### config.mk
export PLATFORM = sky130hd
export DESIGN_NAME = fetch_unit
export DESIGN_NICKNAME = d
export VERILOG_FILES = /design/src/rtl/cpu_pkg.sv /design/src/rtl/fetch_unit_wait_timer.sv /design/src/rtl/fetch_unit.sv
export SDC_FILE = /design/constraint.sdc
export NUM_CORES = 1
export LEC_CHECK = 0
export BUFFER_PORTS_ARGS = -buffer_cell sky130_fd_sc_hd__buf_4
export CORE_MARGIN = 2
export CORE_UTILIZATION = 47
export DETAILED_ROUTE_END_ITERATION = 10
export PLACE_DENSITY = 0.8
export SYNTH_ARGS = -nofsm -noshare
export SYNTH_HDL_FRONTEND = slang
export SYNTH_SLANG_ARGS = --single-unit
### constraint.sdc
create_clock -name clk -period 2.3 [get_ports clk]
set_clock_uncertainty 0.2 [all_clocks]
set_input_delay 0.23 -clock clk [delete_from_list [all_inputs] [get_ports clk]]
set_output_delay 0.23 -clock clk [all_outputs]
set_load 0.01 [all_outputs]
### src/rtl/cpu_pkg.sv
// Shared CPU definitions: datapath width and the fetch sequencer state encoding.
package cpu_pkg;

    localparam int WIDTH = 16;

    typedef enum logic [1:0] {
        S_ADDR = 2'd0,
        S_WAIT = 2'd1,
        S_HOLD = 2'd2,
        S_HALT = 2'd3
    } fetch_state_e;

endpackage

### src/rtl/fetch_unit_wait_timer.sv
// Loadable down-counter with a terminal flag; bounds how long a bus master waits for an ack.
module wait_timer #(
    parameter int TIMEOUT = 15,
    parameter int CW      = 8
) (
    input  logic clk,
    input  logic reset,
    input  logic load,
    input  logic en,
    output logic expired
);

    logic [CW-1:0] cnt_q, cnt_d;

    // Loading TIMEOUT-1 makes the flag rise on the TIMEOUT-th enabled cycle.
    always_comb begin
        cnt_d = cnt_q;
        if (load)
            cnt_d = CW'(TIMEOUT - 1);
        else if (en && (cnt_q != '0))
            cnt_d = cnt_q - CW'(1);
    end

    always_ff @(posedge clk or posedge reset) begin
        if (reset)
            cnt_q <= '0;
        else
            cnt_q <= cnt_d;
    end

    assign expired = (cnt_q == '0);

endmodule

### src/rtl/fetch_unit.sv
// Instruction-fetch sequencer: reads the PC, fetches one word, holds it for the decoder,
// and writes back either PC+1 or a branch target.
module fetch_unit
    import cpu_pkg::*;
#(
    parameter int WIDTH   = cpu_pkg::WIDTH,
    parameter int TIMEOUT = 15
) (
    input  logic             clk,
    input  logic             reset,
    input  logic [WIDTH-1:0] pc_in,
    output logic             pc_oe,
    output logic             pc_ld,
    output logic [WIDTH-1:0] pc_next,
    output logic [WIDTH-1:0] mem_addr,
    output logic             mem_rd,
    input  logic             mem_ack,
    input  logic [WIDTH-1:0] mem_data,
    output logic [WIDTH-1:0] ir_out,
    output logic             ir_valid,
    input  logic             ir_ready,
    input  logic             br_req,
    input  logic [WIDTH-1:0] br_target,
    input  logic             halt,
    output logic             fetch_err
);

    fetch_state_e     state_q, state_d;
    logic [WIDTH-1:0] mem_addr_q, mem_addr_d;
    logic [WIDTH-1:0] ir_q, ir_d;
    logic             ir_valid_q, ir_valid_d;
    logic             err_q, err_d;
    logic             tmr_load, tmr_en, tmr_expired;

    wait_timer #(.TIMEOUT(TIMEOUT)) u_wait_timer (
        .clk     (clk),
        .reset   (reset),
        .load    (tmr_load),
        .en      (tmr_en),
        .expired (tmr_expired)
    );

    always_comb begin
        state_d    = state_q;
        mem_addr_d = mem_addr_q;
        ir_d       = ir_q;
        ir_valid_d = ir_valid_q;
        err_d      = err_q;
        pc_ld      = 1'b0;
        pc_next    = '0;
        tmr_load   = 1'b0;
        tmr_en     = 1'b0;
        // S_ADDR is also the reset state, so the bus enable is masked while reset is held.
        pc_oe      = (state_q == S_ADDR) && !reset;
        mem_rd     = (state_q == S_WAIT);

        case (state_q)
            S_ADDR: begin
                mem_addr_d = pc_in;
                tmr_load   = 1'b1;
                state_d    = halt ? S_HALT : S_WAIT;
            end
            S_WAIT: begin
                tmr_en = 1'b1;
                if (mem_ack) begin
                    ir_d       = mem_data;
                    ir_valid_d = 1'b1;
                    pc_ld      = 1'b1;
                    pc_next    = mem_addr_q + WIDTH'(1);
                    state_d    = S_HOLD;
                end else if (tmr_expired) begin
                    err_d   = 1'b1;
                    state_d = S_HALT;
                end
            end
            S_HOLD: begin
                if (ir_ready) begin
                    ir_valid_d = 1'b0;
                    if (br_req) begin
                        pc_ld   = 1'b1;
                        pc_next = br_target;
                    end
                    state_d = halt ? S_HALT : S_ADDR;
                end
            end
            S_HALT: begin
                if (!halt && !err_q)
                    state_d = S_ADDR;
            end
            default: state_d = S_ADDR;
        endcase
    end

    always_ff @(posedge clk or posedge reset) begin
        if (reset) begin
            state_q    <= S_ADDR;
            mem_addr_q <= '0;
            ir_q       <= '0;
            ir_valid_q <= 1'b0;
            err_q      <= 1'b0;
        end else begin
            state_q    <= state_d;
            mem_addr_q <= mem_addr_d;
            ir_q       <= ir_d;
            ir_valid_q <= ir_valid_d;
            err_q      <= err_d;
        end
    end

    assign mem_addr  = mem_addr_q;
    assign ir_out    = ir_q;
    assign ir_valid  = ir_valid_q;
    assign fetch_err = err_q;

endmodule

==> summary.json <==
{
  "status": {
    "run_status": "finished, final reports clean"
  },
  "setup_path": {
    "worst-setup-path-type": "reg -> out",
    "startpoint_type": "flop",
    "worstSetupStartpoint": "state_q[1]$_DFFE_PP0P_",
    "worst_path_max_delay_cell": "sky130_fd_sc_hd__dfrtp_1",
    "rrSetupSlack_ns": 0.43,
    "endpoint_kind": "primary output",
    "cp_top_family": "flip-flops",
    "critical_path_required_ns": 1.87,
    "worst_r2r_path_depth": 6,
    "max_stage_delay_ns": 0.44,
    "critPathCapture": "pc_next[1]",
    "worst-path-buf-inv": 3,
    "crit_fanout": 11,
    "cp.depth": 7,
    "startpoint_of_the_worst_slack_reg_to_reg_timing_path": "state_q[1]$_DFFE_PP0P_",
    "cp.arrival_ns": 1.82,
    "timing.critical_path.cells": "inv_2 -> ha_1 -> and2_4 -> buf_6 -> a22oi_1 -> nor2b_1 -> buf_4",
    "regToRegEndpoint": "u_wait_timer.cnt_q[7]$_DFFE_PP0P_"
  },
  "timing": {
    "final_hold_viols": 0,
    "worst_slew_margin_rel": 0.626,
    "tightest_slew_ns": 0.561,
    "setup_viol": 0,
    "slew_violations": 0,
    "tns_ns": 0,
    "grt_setup_unrepaired": "true",
    "post-route-min-period_ns": 2.25,
    "max_freq_mhz": 445,
    "period_share": 0.978
  },
  "detailed_routing": {
    "detailroute.via_count": 2444,
    "dr.pass1.iters": 4,
    "drt_drc_violations_left": 0,
    "route.detailed.wl_per_inst_um": 15.1,
    "antenna_violating_nets_post_route": 0,
    "routed_via_density": 5.13,
    "initialDrtViolationCount": 157,
    "routed_wl_um": 7200
  },
  "clock_tree": {
    "cts_made_buffers": 5,
    "clk-insertion-delay-late_ns": 0.30,
    "cts_root_buffer": "sky130_fd_sc_hd__clkbuf_8",
    "clock_sink_count": 44,
    "ctsLongestPathBuffers": 2,
    "clk_pin_slew_worst_paths_ns": 0.08,
    "cts_max_level": 2,
    "cts_tree": "done"
  },
  "placement": {
    "port-buffer-count": 106,
    "dpl-instance-area_um2": 3290,
    "routabilityCongestion": 0.870,
    "placedCellCount": 429,
    "place_hpwl_um": 4700
  },
  "grt": {
    "overflow": 0,
    "grt_antenna_before_repair": 0,
    "globalRouteTotalUtil": 0.249,
    "grt_pass1_vias": 2286,
    "grt_first_pass_wirelength_um": 10700,
    "grt_start_max_net_pins": 45
  },
  "logic_synthesis": {
    "syn-num-nets": 318,
    "postSynthAreaPerCell_um2": 9.35,
    "post_synth_instance_area_um2": 2400,
    "synth.yosys.seq_area_share": 0.458,
    "synth.yosys.warnings": 0,
    "asr_flop_ratio_synth": 1.00,
    "synth.lib_cells_used.distinct": 42,
    "number_of_enable_flip_flop_cells_after_synthesis": 0,
    "number_of_instances_in_the_synthesized_netlist": 257,
    "post_synth_top_flop": "sky130_fd_sc_hd__dfrtp_1",
    "yosys_register_bits": 44
  },
  "layout": {
    "filler_free_cell_count_of_the_finished_design": 476,
    "finish.net_count": 466,
    "area_grow_syn2layout_pct": 59.6,
    "drive_gt1_frac": 0.406,
    "final_design_area_no_fill_um2": 3830,
    "layout_common_cells": "sky130_fd_sc_hd__buf_4 (116), sky130_fd_sc_hd__nand2_1 (68), sky130_fd_sc_hd__dfrtp_1 (38)",
    "antenna-diode-count": 0,
    "mostFrequentLayoutCell": "sky130_fd_sc_hd__buf_4"
  },
  "power_and_ir_drop": {
    "internal_power_uw": 2700,
    "power_switching_uw": 1760,
    "power_leakage_uw": 0.00183,
    "pwr-share-comb": 0.521,
    "worst_ir_drop_vdd_uv": 608,
    "power_per_cell_area_nw_per_um2": 1160,
    "clk_network_pwr_share": 0.143,
    "report.power.total_uw": 4460,
    "netSwitchingFraction": 0.395,
    "seqPwrFrac": 0.335
  },
  "die": {
    "core_um2": 5010,
    "die_h_um": 75.5,
    "design.die.area_um2": 5700,
    "top_level_ports": 107,
    "die_w_um": 75.5,
    "placementRows": 26,
    "initial_standard_cell_utilization_of_the_core": 0.480
  },
  "hold_path": {
    "hold_class": "in -> reg"
  },
  "job": {
    "timing.max_cap.violations": 0
  }
}
## per-layer routing
| layer | vias to the layer above | share of wire | global-route usage |
|---|---|---|---|
| met4 | 0 | 0.015 | 0.0760 |
| met3 | 9 | 0.079 | 0.0648 |
| li1 | 1176 | - | - |
| met1 | 1150 | 0.39 | 0.296 |
| met2 | 109 | 0.52 | 0.443 |
| met5 | - | 0 | 0 |
## cell usage after synthesis (all sizes together) (2+ instances only)
master,number,area share
buf,6,0.013
and2,4,0.010
mux2,16,0.075
o21ai,16,0.033
ha,7,0.036
clkbuf,5,0.0078
nor3,2,0.0089
dfrtp,44,0.46
a21oi,4,0.0083
nor2b,7,0.018
inv,8,0.013
xor2,8,0.029
nand2b,2,0.0052
nand2,70,0.11
xnor2,8,0.029
nand4,7,0.018
mux2i,3,0.013
a22oi,4,0.013
nand3,7,0.015
nor2,7,0.011
and3,2,0.0052
and4,4,0.015
## worst register-to-register path: stages (launching register included)
cell and delay (ns):
sky130_fd_sc_hd__dfrtp_1 0.44, sky130_fd_sc_hd__inv_2 0.10, sky130_fd_sc_hd__ha_1 0.18, sky130_fd_sc_hd__nor3b_2 0.28
sky130_fd_sc_hd__nand3_1 0.13, sky130_fd_sc_hd__or3_1 0.33, sky130_fd_sc_hd__a21oi_1 0.15
## power by group through the flow
stage | Combinational, µW | Sequential [µW] | Clock, µW
finish | 2320 | 1490 | 640
global route | 2550 | 1530 | 684
CTS | 2200 | 1470 | 643
detailed placement | 2110 | 1480 | 0
global placement | 2060 | 1460 | 0
floorplan | 1100 | 1530 | 0
## worst min-delay path by stage
stage / end / depth (start not counted) / startpoint / slack, ns
2_1_floorplan: ir_out[0]$_DFFE_PP0P_ / 2 / mem_data[0] / 0.14
3_3_place_gp: u_wait_timer.cnt_q[6]$_DFFE_PP0P_ / 3 / reset / 0.21
3_5_place_dp: mem_addr[8]$_DFFE_PP0P_ / 3 / reset / 0.22
4_1_cts: state_q[1]$_DFFE_PP0P_ / 3 / halt / 0.05
5_1_grt: state_q[1]$_DFFE_PP0P_ / 3 / halt / 0.07
6_report: state_q[1]$_DFFE_PP0P_ / 3 / halt / 0.06
## what timing repair did
action / 4_1_cts / 5_1_grt
resized for setup: 7 / 15
pin swaps: 0 / 2
hold buffers: 34 / 0
buffers inserted: 0 / 4
hold endpoints to repair: 77 / 0
gates cloned: 1 / 0
endpoints found under the setup margin: 15 / 12
## final cells by class
cell class / count / area [µm²]
Clock inverter: 2 / 38.8
Sequential cell: 44 / 1110
Multi-Input combinational cell: 194 / 1260
Timing Repair Buffer: 152 / 1230
Fill cell: 336 / 1170
Clock buffer: 6 / 82.6
Tap cell: 70 / 87.6
Inverter: 8 / 30.0
## registers in the layout (all words and copies together), names as in the netlist
name and count:
ir_out 16, mem_addr 16, u_wait_timer.cnt_q 8, state_q 2, fetch_err 1, ir_valid 1
## cells by family after synthesis
logic type                 synth area share
adders and majority gates            0.0365
muxes                                0.0875
DFF                                   0.458
and+or+nand+nor                       0.239
AOI/OAI and AO/OA                    0.0880
xor gates and xnor gates             0.0583
buffers and inverters                0.0328
## stage by stage
step	util	setup WS (ns)	hold slack (ns)
6_report	0.765	0.0503	0.0645
3_3_place_gp	0.657	0.281	0.213
3_5_place_dp	0.657	0.226	0.217
5_1_grt	0.765	-0.0144	0.0748
4_1_cts	0.752	0.0116	0.0549
2_1_floorplan	-	0.283	0.135
No activity file was read; power rests on OpenSTA's default activity.
